<file path="config.mk">
export PLATFORM = sky130hd
export DESIGN_NAME = fetch_stage_ctrl
export DESIGN_NICKNAME = d
export VERILOG_FILES = /design/src/rtl/fetch_stage_ctrl.sv
export SDC_FILE = /design/constraint.sdc
export NUM_CORES = 1
export LEC_CHECK = 0
export CORE_MARGIN = 5
export CORE_UTILIZATION = 40
export CTS_BUF_LIST = sky130_fd_sc_hd__clkbuf_2 sky130_fd_sc_hd__clkbuf_4 sky130_fd_sc_hd__clkbuf_8
export CTS_CLUSTER_SIZE = 8
export DETAILED_ROUTE_END_ITERATION = 7
export PLACE_DENSITY = 0.71
export SYNTH_ARGS = -nofsm -noshare
export SYNTH_HDL_FRONTEND = slang
export SYNTH_SLANG_ARGS = --single-unit
</file>
<file path="constraint.sdc">
create_clock -name clk -period 4.67 [get_ports clk]
set_input_delay 0.934 -clock clk [delete_from_list [all_inputs] [get_ports clk]]
set_output_delay 0.934 -clock clk [all_outputs]
set_load 0.03 [all_outputs]
</file>
<file path="src/rtl/fetch_stage_ctrl.sv">
// fetch_stage_ctrl: PC and IF/ID owner applying hazard stall/flush, ID-stage branch redirect, debug counters and stall watchdog
module fetch_stage_ctrl #(
  parameter logic [31:0] RESET_PC = 32'h0000_0000,
  parameter int CNT_W = 16,
  parameter int MAX_STALL = 4
) (
  input  logic             clk,
  input  logic             rst_n,
  input  logic [31:0]      instr_i,
  input  logic             stall_i,
  input  logic             flush_i,
  input  logic             branch_taken_i,
  input  logic [31:0]      branch_target_i,
  output logic [31:0]      pc_o,
  output logic [31:0]      if_id_instr_o,
  output logic [31:0]      if_id_pc4_o,
  output logic             if_id_valid_o,
  output logic             id_ex_bubble_o,
  output logic [CNT_W-1:0] stall_cnt_o,
  output logic [CNT_W-1:0] squash_cnt_o,
  output logic             stall_timeout_o
);
  localparam int RW = $clog2(MAX_STALL + 2);
  localparam logic [RW-1:0] RUN_MAX = RW'(MAX_STALL);
  logic [RW-1:0] r_run;
  logic [31:0]   w_pc4;
  logic          w_redirect;
  assign w_pc4 = pc_o + 32'd4;
  assign w_redirect = ~stall_i & branch_taken_i & if_id_valid_o;
  assign id_ex_bubble_o = ~rst_n | flush_i | ~if_id_valid_o;
  always_ff @(posedge clk) begin
    if (!rst_n) begin
      pc_o            <= RESET_PC;
      if_id_instr_o   <= '0;
      if_id_pc4_o     <= '0;
      if_id_valid_o   <= 1'b0;
      stall_cnt_o     <= '0;
      squash_cnt_o    <= '0;
      r_run           <= '0;
      stall_timeout_o <= 1'b0;
    end else begin
      if (w_redirect) begin
        pc_o          <= {branch_target_i[31:2], 2'b00};
        if_id_instr_o <= '0;
        if_id_pc4_o   <= '0;
        if_id_valid_o <= 1'b0;
      end else if (!stall_i) begin
        pc_o          <= w_pc4;
        if_id_instr_o <= instr_i;
        if_id_pc4_o   <= w_pc4;
        if_id_valid_o <= 1'b1;
      end
      if (stall_i && !(&stall_cnt_o)) stall_cnt_o <= stall_cnt_o + 1'b1;
      if (w_redirect && !(&squash_cnt_o)) squash_cnt_o <= squash_cnt_o + 1'b1;
      r_run <= !stall_i ? '0 : (r_run == RUN_MAX) ? r_run : r_run + 1'b1;
      if (stall_i && r_run == RUN_MAX) stall_timeout_o <= 1'b1;
    end
  end
endmodule

</file>
# After elaboration in Yosys (flattened, before gate mapping)
# Index checks and enable logic that the tools add are counted.
totals:
  regBits: 133
  latch_bits: 0
  ram_bits: 0
  romBits: 0
  input_bits: 69
  output_inout_bits: 131
  wordCells: 33
  memories: 0
op_classes:
  n_addsub: 4
  mul: 0
  div: 0
  order_cmp: 0
  eq_ne: 2
  shifts: 0
  n_mux: 2
  bitwise_logic: 7
  reduce_logical: 9
op_table:
  columns: ["operator", "count"]
  rows:
  - ["two-way mux 32 bit", 2]
  - ["adder 16 x 1 -> 16 bit (second input constant)", 2]
  - ["adder 32 x 3 -> 32 bit (second input constant)", 1]
  - ["AND reduction 16 bit", 2]
  - ["adder 3 x 1 -> 3 bit (second input constant)", 1]
  - ["== test 3 bit (second input constant)", 1]
  - ["logical AND 1 bit", 3]
  - ["NOT 1 bit", 3]
  - ["AND 1 bit", 2]
  - ["logical NOT 1 bit", 2]
  - ["!= test 2 x 1 -> 1 bit (second input constant)", 1]
  - ["bitwise OR 1 bit", 2]
  - ["AND reduction 2 bit", 1]
  - ["OR reduction 2 bit", 1]

# Logic depth before layout (Yosys ltp)
# Gate-level depths: netlist (run 1).
depth:
  ltp_word: 4
  depth_mapped: 7
  ltp_nobuf: 6

# Worst setup path after synthesis (run 1)
# OpenSTA, ideal clock, no wires.
synth_path:
  path_type: "input to output"
  from: "in rst_n"
  to: "out id_ex_bubble_o"
  arrival_time_ps: 1702
  required_ps: 3736
  setup_slack_ps: 2034
  path_stages: 3
  path_buffers: 2
  path_cell_list: "clkbuf_1 clkbuf_1 nand3b_1"
synth_via:
  elab_chain_len: 3
synth_rtl:
  columns: ["item", "line_no", "source"]
  rows:
  - ["from (decl)", "8", "input logic rst_n,"]
  - ["NOT 1 bit (no source line)", null, null]
  - ["bitwise OR 1 bit (2 in a row)", "30", "assign id_ex_bubble_o = ~rst_n | flush_i | ~if_id_valid_o;"]
  - ["to (decl)", "18", "output logic id_ex_bubble_o,"]
# No other way between the ends.

# Worst setup path after layout (run 1)
# Same ends and word-level chain as after synthesis.

==> report_table.html, run 1 <==
<table>
<tr><th>Metric</th><th>Value</th></tr>
<tr><th colspan="2">Clock tree</th></tr>
<tr><td>Clk sink count</td><td>129</td></tr>
<tr><td>Clock root buffer</td><td>sky130_fd_sc_hd__clkbuf_8</td></tr>
<tr><td>TritonCTS clock tree</td><td>done</td></tr>
<tr><td>Clock-pin slew on the worst setup and hold paths</td><td>0.07 ns</td></tr>
<tr><td>Insertion delay of the later-clocked pin in the worst-skew pair</td><td>0.43 ns</td></tr>
<tr><td>Post-CTS Repair Setup Buffers</td><td>0</td></tr>
<tr><td>Gates resized, CTS repair</td><td>0</td></tr>
<tr><td>CTS max path bufs</td><td>2</td></tr>
<tr><td>CTS hold repair buffers</td><td>0</td></tr>
<tr><td>Number of H-tree levels</td><td>4</td></tr>
<tr><td>Number of buffers created by CTS</td><td>17</td></tr>
<tr><th colspan="2">Yosys</th></tr>
<tr><td>Mean Syn Cell Area</td><td>8.37 um^2</td></tr>
<tr><td>Unique masters post-synth</td><td>55</td></tr>
<tr><td>Commonest cells in the netlist</td><td>sky130_fd_sc_hd__dfxtp_1, sky130_fd_sc_hd__nor2_1, sky130_fd_sc_hd__nand2_1</td></tr>
<tr><td>Number of synthesized flops with an enable pin</td><td>0</td></tr>
<tr><td>Async set-or-reset flop fraction in the synthesized netlist</td><td>0</td></tr>
<tr><td>Ys flop type</td><td>sky130_fd_sc_hd__dfxtp_1</td></tr>
<tr><td>Most frequent cell after synthesis</td><td>sky130_fd_sc_hd__dfxtp_1</td></tr>
<tr><td>Portion of the post-synthesis area used by sequential elements</td><td>0.420</td></tr>
<tr><td>Number of cells produced by synthesis</td><td>735</td></tr>
<tr><td>Post-synthesis cell type with the largest combined area</td><td>sky130_fd_sc_hd__dfxtp_1</td></tr>
<tr><td>Area share of the largest cell type after synthesis</td><td>0.420</td></tr>
<tr><td>Yosys warning total</td><td>0</td></tr>
<tr><td>Mapped Area</td><td>6150 um^2</td></tr>
<tr><td>Top post-synthesis cells by area</td><td>sky130_fd_sc_hd__dfxtp_1, sky130_fd_sc_hd__nor2_1, sky130_fd_sc_hd__mux2i_1</td></tr>
<tr><td>Number of synthesized register bits</td><td>129</td></tr>
<tr><th colspan="2">Placement</th></tr>
<tr><td>Dpl hpwl</td><td>12800 um</td></tr>
<tr><td>Count of input and output buffers</td><td>193</td></tr>
<tr><td>Placer's final routability congestion estimate</td><td>0.861</td></tr>
<tr><th colspan="2">Flow run</th></tr>
<tr><td>Number of maximum-capacitance constraint violations</td><td>0</td></tr>
<tr><th colspan="2">Power</th></tr>
<tr><td>Pwr dens</td><td>285 nW/um^2</td></tr>
<tr><td>Worst-case vdd ir drop</td><td>0.180 mV</td></tr>
<tr><td>Leakage power total</td><td>3.11 nW</td></tr>
<tr><th colspan="2">GRT</th></tr>
<tr><td>Number of global-route vias before repair</td><td>5514</td></tr>
<tr><td>All-layer global routing usage</td><td>0.200</td></tr>
<tr><td>Initial antenna violation count</td><td>0</td></tr>
<tr><td>First-pass GRT wire length</td><td>28900 um</td></tr>
<tr><td>Largest net degree at the start of global routing</td><td>52</td></tr>
<tr><td>GRT Residual Overflow</td><td>0</td></tr>
<tr><th colspan="2">Routing</th></tr>
<tr><td>Count of unresolved DRC violations after routing</td><td>0</td></tr>
<tr><td>WL per Instance</td><td>16.5 um</td></tr>
<tr><td>Highest metal layer with signal wires</td><td>met4</td></tr>
<tr><td>Wire length on met2</td><td>8560 um</td></tr>
<tr><td>Vias post-DR</td><td>5865</td></tr>
<tr><td>Drt first pass iters</td><td>5</td></tr>
<tr><td>Vias per inst</td><td>5.30</td></tr>
<tr><td>Detailed Route Iter0 Violations</td><td>310</td></tr>
<tr><td>Post-detailed-route count of antenna-violating nets</td><td>0</td></tr>
<tr><td>Wire length on met3</td><td>1370 um</td></tr>
<tr><td>M1 wire length</td><td>7990 um</td></tr>
<tr><td>Wire length reported by the detailed router</td><td>18200 um</td></tr>
<tr><th colspan="2">Finish</th></tr>
<tr><td>Share of post-route cells with drive strength above 1</td><td>0.0577</td></tr>
<tr><td>Number of antenna diodes</td><td>0</td></tr>
<tr><td>Total area of multi-input combinational cells</td><td>3310 um^2</td></tr>
<tr><td># nets final</td><td>981</td></tr>
<tr><td>Layout Utilization</td><td>0.565</td></tr>
<tr><td>Fill cells</td><td>1368</td></tr>
<tr><td>Area added between synthesis and finish</td><td>39.0%</td></tr>
<tr><td>Sequential cell area</td><td>2580 um^2</td></tr>
<tr><th colspan="2">STA</th></tr>
<tr><td>Clock tree skew after final layout</td><td>0.00666 ns</td></tr>
<tr><td>Total count of hold-check failures in the final report</td><td>0</td></tr>
<tr><td>Maximum clock frequency</td><td>316 MHz</td></tr>
<tr><td>Worst-Margin Slew</td><td>0.992 ns</td></tr>
<tr><td>Final count of pins violating max slew</td><td>0</td></tr>
<tr><td>Final critical path time including I/O delays and setup</td><td>3.16 ns</td></tr>
<tr><td>Worst slew margin</td><td>0.333</td></tr>
<tr><td>Setup Total Neg Slack</td><td>0 ns</td></tr>
<tr><td>Final Cycle Share</td><td>0.677</td></tr>
<tr><td>Number of failing setup endpoints in the final timing report</td><td>0</td></tr>
<tr><td>RSZ-0062 raised after global routing</td><td>false</td></tr>
<tr><th colspan="2">Critical path</th></tr>
<tr><td>Kind of capture point of the worst setup path</td><td>primary output</td></tr>
<tr><td>Worst Setup Start Kind</td><td>input port</td></tr>
<tr><td>Arrival @ worst endpoint</td><td>2.23 ns</td></tr>
<tr><td>Type of the worst setup path</td><td>in2out</td></tr>
<tr><td>Required arrival time at the worst endpoint</td><td>3.74 ns</td></tr>
<tr><td>Peak fanout along the critical path</td><td>2</td></tr>
<tr><th colspan="2">Status</th></tr>
<tr><td>Run status</td><td>complete, no violations</td></tr>
<tr><th colspan="2">Floorplanning</th></tr>
<tr><td>Y dimension of the die</td><td>134 um</td></tr>
<tr><td>Full die area</td><td>18000 um^2</td></tr>
<tr><td>Core region area</td><td>15100 um^2</td></tr>
<tr><td>Effective utilization at floorplan</td><td>0.406</td></tr>
<tr><td>FP Rows</td><td>45</td></tr>
<tr><td>I/O pins</td><td>200</td></tr>
<tr><td>Width of the die</td><td>134 um</td></tr>
<tr><th colspan="2">Worst hold path</th></tr>
<tr><td>Class of the most critical hold timing path</td><td>reg2reg</td></tr>
</table>
-- final timing paths --
kind	startpoint	endpoint	slack (ns)	depth (start not counted)
max	rst_n	id_ex_bubble_o	1.51	3
min	if_id_pc4_o[10]$_SDFFE_PP0N_	if_id_pc4_o[10]$_SDFFE_PP0N_	0.45	2
max reg2reg	pc_o[6]$_SDFFE_PN0P_	pc_o[25]$_SDFFE_PN0P_	2.26	5
min reg2reg	if_id_pc4_o[10]$_SDFFE_PP0N_	if_id_pc4_o[10]$_SDFFE_PP0N_	0.45	2
-- through the flow --
step	std cells	instance area [um^2]	total power, W	worst slack [ns]	hold WS (ns)
floorplan	738	6160	0.00139	2.03	0.462
global placement	1076	8180	0.00155	1.49	0.432
detailed placement	1076	8180	0.00156	1.50	0.442
CTS	1107	8550	0.00247	1.49	0.459
global route	1107	8550	0.00254	1.48	0.481
finish	1107	8550	0.00244	1.51	0.450
-- registers in the layout, summed over array words and instances, names as in the netlist --
signal           count
if_id_instr_o       32
if_id_pc4_o         30
if_id_valid_o        1
pc_o                30
r_run                3
squash_cnt_o        16
stall_cnt_o         16
stall_timeout_o      1
-- worst max-delay path, cell delays in order --
cell                              delay (ns)
sky130_fd_sc_hd__clkdlybuf4s50_1        0.48
sky130_fd_sc_hd__nand3b_1               0.14
sky130_fd_sc_hd__clkdlybuf4s50_1        0.68
-- kinds of logic after synthesis --
kind of cell	share of synthesized area
other	0.000610
buffers and inverters	0.0444
xor gates and xnor gates	0.0769
adders and majority gates	0.0102
muxes	0.0635
and+or+nand+nor	0.242
AOI/OAI and AO/OA	0.143
DFF	0.420
-- placed cells by master, fill, tap and decap left out, drive strengths merged, types with 2 or more instances in the layout --
cell	synthesis	routed
clkdlybuf4s50	0	192
dfxtp	129	129
nor2	105	105
nand2	68	68
o21ai	40	40
mux2i	39	39
a21oi	33	33
xnor2	29	29
xor2	25	25
nand3	25	25
clkbuf	37	25
and3	21	21
nand4	20	20
nor3	18	18
inv	14	14
and2	13	13
a211oi	13	13
a31oi	10	10
buf	15	10
nor4	10	10
o211ai	7	7
o22ai	7	7
a22oi	7	7
o2111ai	5	5
a21o	5	5
ha	5	5
clkinv	0	5
and4	5	5
or4	5	5
conb	1	4
a22o	3	3
nand3b	2	2
nand2b	2	2
nand4b	2	2
o32ai	2	2
o31a	2	2
o21a	2	2
-- layout make-up --
| class | instances | share of cell area |
|---|---|---|
| multi-input cells | 543 | 0.387 |
| clock inverters | 6 | 0.00644 |
| well taps | 188 | 0.0275 |
| flip-flops and latches | 129 | 0.302 |
| inverters | 14 | 0.00615 |
| clock buffers | 25 | 0.0373 |
| repair buffers | 202 | 0.234 |
-- power breakdown --
group / switching [W] / total, W / internal, W
sequential: 0.0000350 / 0.00117 / 0.00114
clock: 0.000413 / 0.000907 / 0.000494
combinational: 0.000197 / 0.000358 / 0.000161
total: 0.000646 / 0.00244 / 0.00179
-- layer usage --
metal,up-vias,global-route usage
met5,-,0
met2,178,0.320
li1,2915,-
met3,19,0.0638
met1,2753,0.255
met4,0,0.0714
(Power assumes the default switching activity.)
==> inputs of run 2 (changes only) <==
==> constraint.sdc (replaced) <==
create_clock -name clk -period 3.1 [get_ports clk]
set_input_delay 0.62 -clock clk [delete_from_list [all_inputs] [get_ports clk]]
set_output_delay 0.62 -clock clk [all_outputs]
set_load 0.03 [all_outputs]
==> run 2 against run 1 <==
Against the previous run: hold slack hardly changed; via count fell by 0.14%; clock-buffer cell count down 5; global-route usage grew 0.11 points; register-to-register slack worse by 1.4 ns; clock power increased by 65%; worst setup slack lost 0.76 ns; critical path depth is 2 lower; design area rose by 1.5%; critical path type is now reg2out; critical endpoint is now pc_o[9].
==> report_table.html, run 2 (synthesized netlist as in run 1, its figures left out) <==
<table>
<tr><th>Metric</th><th>Value</th></tr>
<tr><th colspan="2">Finish</th></tr>
<tr><td>Most frequent cells in the layout</td><td>sky130_fd_sc_hd__clkdlybuf4s50_1, sky130_fd_sc_hd__dfxtp_1, sky130_fd_sc_hd__nor2_1, sky130_fd_sc_hd__nand2_1, sky130_fd_sc_hd__o21ai_0</td></tr>
<tr><td>Leading cell type in the layout, fill and taps excluded</td><td>sky130_fd_sc_hd__clkdlybuf4s50_1</td></tr>
<tr><td>Number of flip-flops in the largest register</td><td>32</td></tr>
<tr><td>Number of antenna diodes</td><td>0</td></tr>
<tr><td>Area added between synthesis and finish</td><td>41.1%</td></tr>
<tr><td>Share of post-route cells with drive strength above 1</td><td>0.0699</td></tr>
<tr><td>Top reg by flops</td><td>if_id_instr_o</td></tr>
<tr><td># nets final</td><td>992</td></tr>
<tr><td>Largest registers</td><td>if_id_instr_o (32), if_id_pc4_o (30), pc_o (30)</td></tr>
<tr><td>Final cell count without fillers</td><td>1118</td></tr>
<tr><th colspan="2">STA</th></tr>
<tr><td>Maximum clock frequency</td><td>424 MHz</td></tr>
<tr><td>Final Cycle Share</td><td>0.760</td></tr>
<tr><td>Worst-Margin Slew</td><td>0.690 ns</td></tr>
<tr><td>Total count of hold-check failures in the final report</td><td>0</td></tr>
<tr><td>Final critical path time including I/O delays and setup</td><td>2.36 ns</td></tr>
<tr><td>Setup Total Neg Slack</td><td>0 ns</td></tr>
<tr><td>Clock tree skew after final layout</td><td>0.0105 ns</td></tr>
<tr><td>Number of failing setup endpoints in the final timing report</td><td>0</td></tr>
<tr><td>Worst slew margin</td><td>0.536</td></tr>
<tr><td>RSZ-0062 raised after global routing</td><td>false</td></tr>
<tr><td>Final count of pins violating max slew</td><td>0</td></tr>
<tr><th colspan="2">Clock tree</th></tr>
<tr><td>Clock root buffer</td><td>sky130_fd_sc_hd__clkbuf_8</td></tr>
<tr><td>Clk sink count</td><td>129</td></tr>
<tr><td>Post-CTS Repair Setup Buffers</td><td>0</td></tr>
<tr><td>Insertion delay of the later-clocked pin in the worst-skew pair</td><td>0.44 ns</td></tr>
<tr><td>Number of H-tree levels</td><td>4</td></tr>
<tr><td>Number of buffers created by CTS</td><td>17</td></tr>
<tr><td>Clock-pin slew on the worst setup and hold paths</td><td>0.08 ns</td></tr>
<tr><td>Gates resized, CTS repair</td><td>0</td></tr>
<tr><td>TritonCTS clock tree</td><td>done</td></tr>
<tr><td>CTS hold repair buffers</td><td>0</td></tr>
<tr><td>CTS max path bufs</td><td>2</td></tr>
<tr><th colspan="2">Routing</th></tr>
<tr><td>WL per Instance</td><td>16.5 um</td></tr>
<tr><td>Wire length on met3</td><td>1440 um</td></tr>
<tr><td>Wire length reported by the detailed router</td><td>18500 um</td></tr>
<tr><td>Highest metal layer with signal wires</td><td>met4</td></tr>
<tr><td>Drt first pass iters</td><td>5</td></tr>
<tr><td>Detailed Route Iter0 Violations</td><td>364</td></tr>
<tr><td>Vias post-DR</td><td>5857</td></tr>
<tr><td>M1 wire length</td><td>7940 um</td></tr>
<tr><td>Vias per inst</td><td>5.24</td></tr>
<tr><td>Count of unresolved DRC violations after routing</td><td>0</td></tr>
<tr><td>Wire length on met2</td><td>8790 um</td></tr>
<tr><td>Post-detailed-route count of antenna-violating nets</td><td>0</td></tr>
<tr><th colspan="2">Critical path</th></tr>
<tr><td>Kind of capture point of the worst setup path</td><td>primary output</td></tr>
<tr><td>Type of the worst setup path</td><td>reg2out</td></tr>
<tr><td>RR Startpoint</td><td>pc_o[2]$_SDFFE_PN0P_</td></tr>
<tr><td>Peak fanout along the critical path</td><td>9</td></tr>
<tr><td>Required arrival time at the worst endpoint</td><td>2.48 ns</td></tr>
<tr><td>Worst Setup Start Kind</td><td>register</td></tr>
<tr><td>Count of buffering cells on the critical path with inverters included</td><td>1</td></tr>
<tr><td>Top Family by Delay on Critical Path</td><td>buffers and inverters</td></tr>
<tr><td>Critical path cell sequence</td><td>clkdlybuf4s50_1</td></tr>
<tr><td>Delay of the slowest cell on the worst path</td><td>0.75 ns</td></tr>
<tr><td>Critical-path top delay cell</td><td>sky130_fd_sc_hd__clkdlybuf4s50_1</td></tr>
<tr><td>Arrival @ worst endpoint</td><td>1.74 ns</td></tr>
<tr><td>Launching instance or port of the critical path</td><td>pc_o[9]$_SDFFE_PN0P_</td></tr>
<tr><th colspan="2">Floorplanning</th></tr>
<tr><td>I/O pins</td><td>200</td></tr>
<tr><td>Y dimension of the die</td><td>134 um</td></tr>
<tr><td>Effective utilization at floorplan</td><td>0.406</td></tr>
<tr><td>FP Rows</td><td>45</td></tr>
<tr><td>Width of the die</td><td>134 um</td></tr>
<tr><td>Core region area</td><td>15100 um^2</td></tr>
<tr><td>Full die area</td><td>18000 um^2</td></tr>
<tr><th colspan="2">GRT</th></tr>
<tr><td>All-layer global routing usage</td><td>0.202</td></tr>
<tr><td>Number of global-route vias before repair</td><td>5574</td></tr>
<tr><td>First-pass GRT wire length</td><td>29100 um</td></tr>
<tr><td>GRT Residual Overflow</td><td>0</td></tr>
<tr><td>Initial antenna violation count</td><td>0</td></tr>
<tr><td>Largest net degree at the start of global routing</td><td>49</td></tr>
<tr><th colspan="2">Power</th></tr>
<tr><td>Internal Dissipation</td><td>0.00280 W</td></tr>
<tr><td>Power share of the clock group</td><td>0.394</td></tr>
<tr><td>Switching component of the power</td><td>0.00102 W</td></tr>
<tr><td>Leakage power total</td><td>3.17 nW</td></tr>
<tr><td>Worst-case vdd ir drop</td><td>0.272 mV</td></tr>
<tr><td>Pwr dens</td><td>440 nW/um^2</td></tr>
<tr><td>Fraction of power consumed by sequential logic</td><td>0.462</td></tr>
<tr><td>Combinational group share of total power</td><td>0.144</td></tr>
<tr><td>Sw Ratio</td><td>0.267</td></tr>
<tr><th colspan="2">Placement</th></tr>
<tr><td>Placer's final routability congestion estimate</td><td>0.837</td></tr>
<tr><td>Count of input and output buffers</td><td>193</td></tr>
<tr><td>Dpl hpwl</td><td>13200 um</td></tr>
<tr><td>Number of placed instances, taps included</td><td>1087</td></tr>
<tr><th colspan="2">Flow run</th></tr>
<tr><td>Number of maximum-capacitance constraint violations</td><td>0</td></tr>
<tr><th colspan="2">Worst hold path</th></tr>
<tr><td>Class of the most critical hold timing path</td><td>reg2reg</td></tr>
<tr><td>Critical hold path startpoint</td><td>if_id_pc4_o[25]$_SDFFE_PP0N_</td></tr>
<tr><th colspan="2">Status</th></tr>
<tr><td>Run status</td><td>complete, no violations</td></tr>
</table>
## run 2: worst paths after layout
| check | cells past startpoint | end | slack (ns) |
|---|---|---|---|
| worst min-delay path | 2 | if_id_pc4_o[25]$_SDFFE_PP0N_ | 0.45 |
| worst max-delay path | 1 | pc_o[9] | 0.74 |
| worst min register to register | 2 | if_id_pc4_o[25]$_SDFFE_PP0N_ | 0.45 |
| worst max register to register | 6 | pc_o[30]$_SDFFE_PN0P_ | 0.83 |
## run 2: routing by layer
layer  GRT usage  up-vias
li1            -     2941
met1       0.252     2703
met2       0.327      193
met3      0.0675       20
met4      0.0680        0
met5           0        -
## run 2: power by group through the flow
stage | sequential [W] | clock, W | combinational [W]
after floorplan | 0.00190 | 0 | 0.000198
after global placement | 0.00180 | 0 | 0.000546
after detailed placement | 0.00180 | 0 | 0.000551
after CTS | 0.00176 | 0.00155 | 0.000553
after global routing | 0.00177 | 0.00161 | 0.000588
final | 0.00176 | 0.00150 | 0.000548
## run 2: through the flow
step / setup WS, ns / util / power [W] / hold WS (ns) / instance area (um^2)
finish: 0.743 / 0.573 / 0.00382 / 0.451 / 8680
floorplan: 0.842 / - / 0.00210 / 0.462 / 6160
detailed placement: 0.568 / 0.546 / 0.00235 / 0.445 / 8270
CTS: 0.706 / 0.573 / 0.00386 / 0.462 / 8680
global placement: 0.611 / 0.546 / 0.00235 / 0.436 / 8270
global route: 0.650 / 0.573 / 0.00397 / 0.478 / 8680
## run 2: final cells by class
class	count	area, um^2
multi-input combinational	543	3310
fill	1396	6470
sequential	129	2580
timing repair buffer	213	2090
inverter	14	52.6
clock buffer	20	269
clock inverter	11	138
tap	188	235
==> inputs of run 3 (changes only) <==
--- a/config.mk
+++ b/config.mk
@@ -10,7 +10,7 @@
 export CTS_BUF_LIST = sky130_fd_sc_hd__clkbuf_2 sky130_fd_sc_hd__clkbuf_4 sky130_fd_sc_hd__clkbuf_8
 export CTS_CLUSTER_SIZE = 8
 export DETAILED_ROUTE_END_ITERATION = 7
-export PLACE_DENSITY = 0.71
+export PLACE_DENSITY = 0.74
 export SYNTH_ARGS = -nofsm -noshare
 export SYNTH_HDL_FRONTEND = slang
 export SYNTH_SLANG_ARGS = --single-unit
==> constraint.sdc (replaced) <==
create_clock -name clk -period 2 [get_ports clk]
set_input_delay 0.4 -clock clk [delete_from_list [all_inputs] [get_ports clk]]
set_output_delay 0.4 -clock clk [all_outputs]
set_load 0.03 [all_outputs]
==> run 3 against run 2 <==
Against the previous run: non-clock buffer count is 55 higher; sequential cell count stayed put; clock skew is 0.0034 ns lower; sequential share of layout area is 1.4 points lower; core utilization is 3.3 points higher; via count is 4.7% higher; global-route usage is 0.22 points higher; combinational power is 67% higher; hold slack hardly changed; register-to-register slack worse by 0.72 ns; routed wire length is 0.70% higher; critical path type unchanged; largest cell class unchanged; largest power group unchanged; highest routed layer unchanged.
==> report_table.html, run 3 (synthesized netlist as in run 1, its figures left out) <==
<table>
<tr><th>Metric</th><th>Value</th></tr>
<tr><th colspan="2">Status</th></tr>
<tr><td>Run status</td><td>complete, no violations</td></tr>
<tr><th colspan="2">Critical path</th></tr>
<tr><td>Delay of the slowest cell on the worst path</td><td>0.70 ns</td></tr>
<tr><td>Reg-to-reg setup timing slack</td><td>0.11 ns</td></tr>
<tr><td>Top Family by Delay on Critical Path</td><td>buffers and inverters</td></tr>
<tr><td>Endpoint of the worst register-to-register path</td><td>pc_o[19]$_SDFFE_PN0P_</td></tr>
<tr><td>Critical-path top delay cell</td><td>sky130_fd_sc_hd__clkdlybuf4s50_1</td></tr>
<tr><td>RR Startpoint</td><td>pc_o[2]$_SDFFE_PN0P_</td></tr>
<tr><td>Count of buffering cells on the critical path with inverters included</td><td>1</td></tr>
<tr><td>Peak fanout along the critical path</td><td>5</td></tr>
<tr><td>Cell count of the worst reg-to-reg path</td><td>6</td></tr>
<tr><td>Worst Setup Start Kind</td><td>register</td></tr>
<tr><td>Arrival @ worst endpoint</td><td>1.53 ns</td></tr>
<tr><td>Critical path cell sequence</td><td>clkdlybuf4s50_1</td></tr>
<tr><td>Required arrival time at the worst endpoint</td><td>1.60 ns</td></tr>
<tr><td>Type of the worst setup path</td><td>reg2out</td></tr>
<tr><td>Kind of capture point of the worst setup path</td><td>primary output</td></tr>
<tr><th colspan="2">Clock tree</th></tr>
<tr><td>Number of buffers created by CTS</td><td>17</td></tr>
<tr><td>Number of H-tree levels</td><td>4</td></tr>
<tr><td>TritonCTS clock tree</td><td>done</td></tr>
<tr><td>CTS hold repair buffers</td><td>0</td></tr>
<tr><td>CTS max path bufs</td><td>2</td></tr>
<tr><td>Clock root buffer</td><td>sky130_fd_sc_hd__clkbuf_8</td></tr>
<tr><td>Clk sink count</td><td>129</td></tr>
<tr><td>Post-CTS Repair Setup Buffers</td><td>0</td></tr>
<tr><td>Clock-pin slew on the worst setup and hold paths</td><td>0.07 ns</td></tr>
<tr><td>Insertion delay of the later-clocked pin in the worst-skew pair</td><td>0.44 ns</td></tr>
<tr><th colspan="2">Floorplanning</th></tr>
<tr><td>Y dimension of the die</td><td>134 um</td></tr>
<tr><td>Full die area</td><td>18000 um^2</td></tr>
<tr><td>Core region area</td><td>15100 um^2</td></tr>
<tr><td>Effective utilization at floorplan</td><td>0.406</td></tr>
<tr><td>I/O pins</td><td>200</td></tr>
<tr><td>Width of the die</td><td>134 um</td></tr>
<tr><td>FP Rows</td><td>45</td></tr>
<tr><th colspan="2">Finish</th></tr>
<tr><td>Number of flip-flops in the largest register</td><td>32</td></tr>
<tr><td>Area added between synthesis and finish</td><td>49.1%</td></tr>
<tr><td>Fill cells</td><td>1346</td></tr>
<tr><td># nets final</td><td>1047</td></tr>
<tr><td>Leading cell type in the layout, fill and taps excluded</td><td>sky130_fd_sc_hd__clkdlybuf4s50_1</td></tr>
<tr><td>Share of post-route cells with drive strength above 1</td><td>0.135</td></tr>
<tr><td>Number of antenna diodes</td><td>0</td></tr>
<tr><td>Largest registers</td><td>if_id_instr_o (32), if_id_pc4_o (30), pc_o (30)</td></tr>
<tr><td>Layout Utilization</td><td>0.605</td></tr>
<tr><td>Most frequent cells in the layout</td><td>sky130_fd_sc_hd__clkdlybuf4s50_1, sky130_fd_sc_hd__dfxtp_1, sky130_fd_sc_hd__nor2_1, sky130_fd_sc_hd__buf_4, sky130_fd_sc_hd__nand2_1</td></tr>
<tr><td>Top reg by flops</td><td>if_id_instr_o</td></tr>
<tr><td>Cell area after layout</td><td>9170 um^2</td></tr>
<tr><th colspan="2">Routing</th></tr>
<tr><td>Drt first pass iters</td><td>5</td></tr>
<tr><td>Detailed Route Iter0 Violations</td><td>399</td></tr>
<tr><td>WL per Instance</td><td>15.9 um</td></tr>
<tr><td>Vias per inst</td><td>5.23</td></tr>
<tr><td>Post-detailed-route count of antenna-violating nets</td><td>0</td></tr>
<tr><td>Wire length reported by the detailed router</td><td>18600 um</td></tr>
<tr><td>Count of unresolved DRC violations after routing</td><td>0</td></tr>
<tr><td>Vias post-DR</td><td>6130</td></tr>
<tr><th colspan="2">STA</th></tr>
<tr><td>Total count of hold-check failures in the final report</td><td>0</td></tr>
<tr><td>Final critical path time including I/O delays and setup</td><td>1.93 ns</td></tr>
<tr><td>Number of failing setup endpoints in the final timing report</td><td>0</td></tr>
<tr><td>Final Cycle Share</td><td>0.964</td></tr>
<tr><td>Worst-Margin Slew</td><td>0.506 ns</td></tr>
<tr><td>Final worst slack</td><td>0.0710 ns</td></tr>
<tr><td>Worst slew margin</td><td>0.660</td></tr>
<tr><td>RSZ-0062 raised after global routing</td><td>true</td></tr>
<tr><td>Final count of pins violating max slew</td><td>0</td></tr>
<tr><td>Maximum clock frequency</td><td>518 MHz</td></tr>
<tr><td>Setup Total Neg Slack</td><td>0 ns</td></tr>
<tr><td>Clock tree skew after final layout</td><td>0.00713 ns</td></tr>
<tr><th colspan="2">GRT</th></tr>
<tr><td>GRT Residual Overflow</td><td>0</td></tr>
<tr><td>Largest net degree at the start of global routing</td><td>60</td></tr>
<tr><td>GR Util met1</td><td>0.246</td></tr>
<tr><td>Number of global-route vias before repair</td><td>5834</td></tr>
<tr><td>Routing usage on met2</td><td>0.340</td></tr>
<tr><td>All-layer global routing usage</td><td>0.204</td></tr>
<tr><td>Global-route met3 utilization</td><td>0.0611</td></tr>
<tr><td>First-pass GRT wire length</td><td>29600 um</td></tr>
<tr><td>Global-route layer with the greatest usage</td><td>met2</td></tr>
<tr><td>Initial antenna violation count</td><td>0</td></tr>
<tr><th colspan="2">Placement</th></tr>
<tr><td>Placement Cell Area</td><td>8790 um^2</td></tr>
<tr><td>Placer's final routability congestion estimate</td><td>0.892</td></tr>
<tr><td>Worst-case setup slack after placement</td><td>-0.283 ns</td></tr>
<tr><td>Count of input and output buffers</td><td>193</td></tr>
<tr><td>Dpl hpwl</td><td>13900 um</td></tr>
<tr><th colspan="2">Power</th></tr>
<tr><td>Leakage power total</td><td>3.94 nW</td></tr>
<tr><td>Total chip power</td><td>0.00582 W</td></tr>
<tr><td>Pwr dens</td><td>634 nW/um^2</td></tr>
<tr><td>Worst-case vdd ir drop</td><td>0.337 mV</td></tr>
<tr><th colspan="2">Flow run</th></tr>
<tr><td>Number of maximum-capacitance constraint violations</td><td>0</td></tr>
<tr><th colspan="2">Worst hold path</th></tr>
<tr><td>Critical hold path startpoint</td><td>if_id_pc4_o[19]$_SDFFE_PP0N_</td></tr>
<tr><td>Hold Crit Endpoint</td><td>if_id_pc4_o[19]$_SDFFE_PP0N_</td></tr>
<tr><td>Class of the most critical hold timing path</td><td>reg2reg</td></tr>
<tr><td>Worst Hold Path Cells</td><td>2</td></tr>
</table>
## run 3: cell count changes in the layout (fill, tap and decap cells not counted), moves of 2 or more
cell and delta:
sky130_fd_sc_hd__clkinvlp_4 -3, sky130_fd_sc_hd__dlygate4sd2_1 +33, sky130_fd_sc_hd__dfxtp_1 -12, sky130_fd_sc_hd__dlymetal6s2s_1 +16, sky130_fd_sc_hd__buf_4 +49, sky130_fd_sc_hd__dfxtp_4 +2, sky130_fd_sc_hd__dfxtp_2 +10, sky130_fd_sc_hd__buf_12 +6
sky130_fd_sc_hd__clkbuf_4 +3, sky130_fd_sc_hd__clkdlybuf4s50_1 -49
## run 3: timing repair
item | CTS | global route
gates resized for setup | 33 | 17
gates cloned | 0 | 0
endpoints found under the setup margin | 33 | 20
pin swaps | 0 | 1
## run 3: area by class of cell
class	instances	area, um^2	share of cell area
clock buffer	23	292	0.0318
clock inverter	7	85.1	0.00928
inverter	14	52.6	0.00573
multi-input combinational	543	3330	0.363
sequential	129	2600	0.284
tap	188	235	0.0257
timing repair buffer	268	2580	0.281
## run 3: worst max-delay path by stage
stage	cells past startpoint	from	slack, ns	to
2_1_floorplan	6	pc_o[2]$_SDFFE_PN0P_	-0.01	pc_o[30]$_SDFFE_PN0P_
3_3_place_gp	6	branch_taken_i	-0.24	squash_cnt_o[15]$_SDFFE_PN0P_
5_1_grt	7	pc_o[2]$_SDFFE_PN0P_	-0.009	if_id_pc4_o[31]$_SDFFE_PP0N_
4_1_cts	1	squash_cnt_o[11]$_SDFFE_PN0P_	0.0007	squash_cnt_o[11]
3_5_place_dp	6	branch_taken_i	-0.28	squash_cnt_o[13]$_SDFFE_PN0P_
6_report	1	squash_cnt_o[12]$_SDFFE_PN0P_	0.07	squash_cnt_o[12]
## run 3: per-layer routing
metal  share of wire  routed length (um)
met4           0.019                 361
met2            0.48                9020
met3           0.067                1250
met1            0.43                7980
met5               0                   0
## run 3: metrics by stage
stage / hold WS (ns) / cells
4_1_cts: 0.461 / 1172
5_1_grt: 0.472 / 1172
3_3_place_gp: 0.434 / 1142
2_1_floorplan: 0.462 / 738
6_report: 0.451 / 1172
3_5_place_dp: 0.443 / 1142
## run 3: power by group
part           internal [W]  switching, W  leakage, nW
Sequential          0.00266     0.0000670         1.06
Combinational      0.000424      0.000489         2.69
Clock               0.00120      0.000977        0.203
Total               0.00428       0.00153         3.94
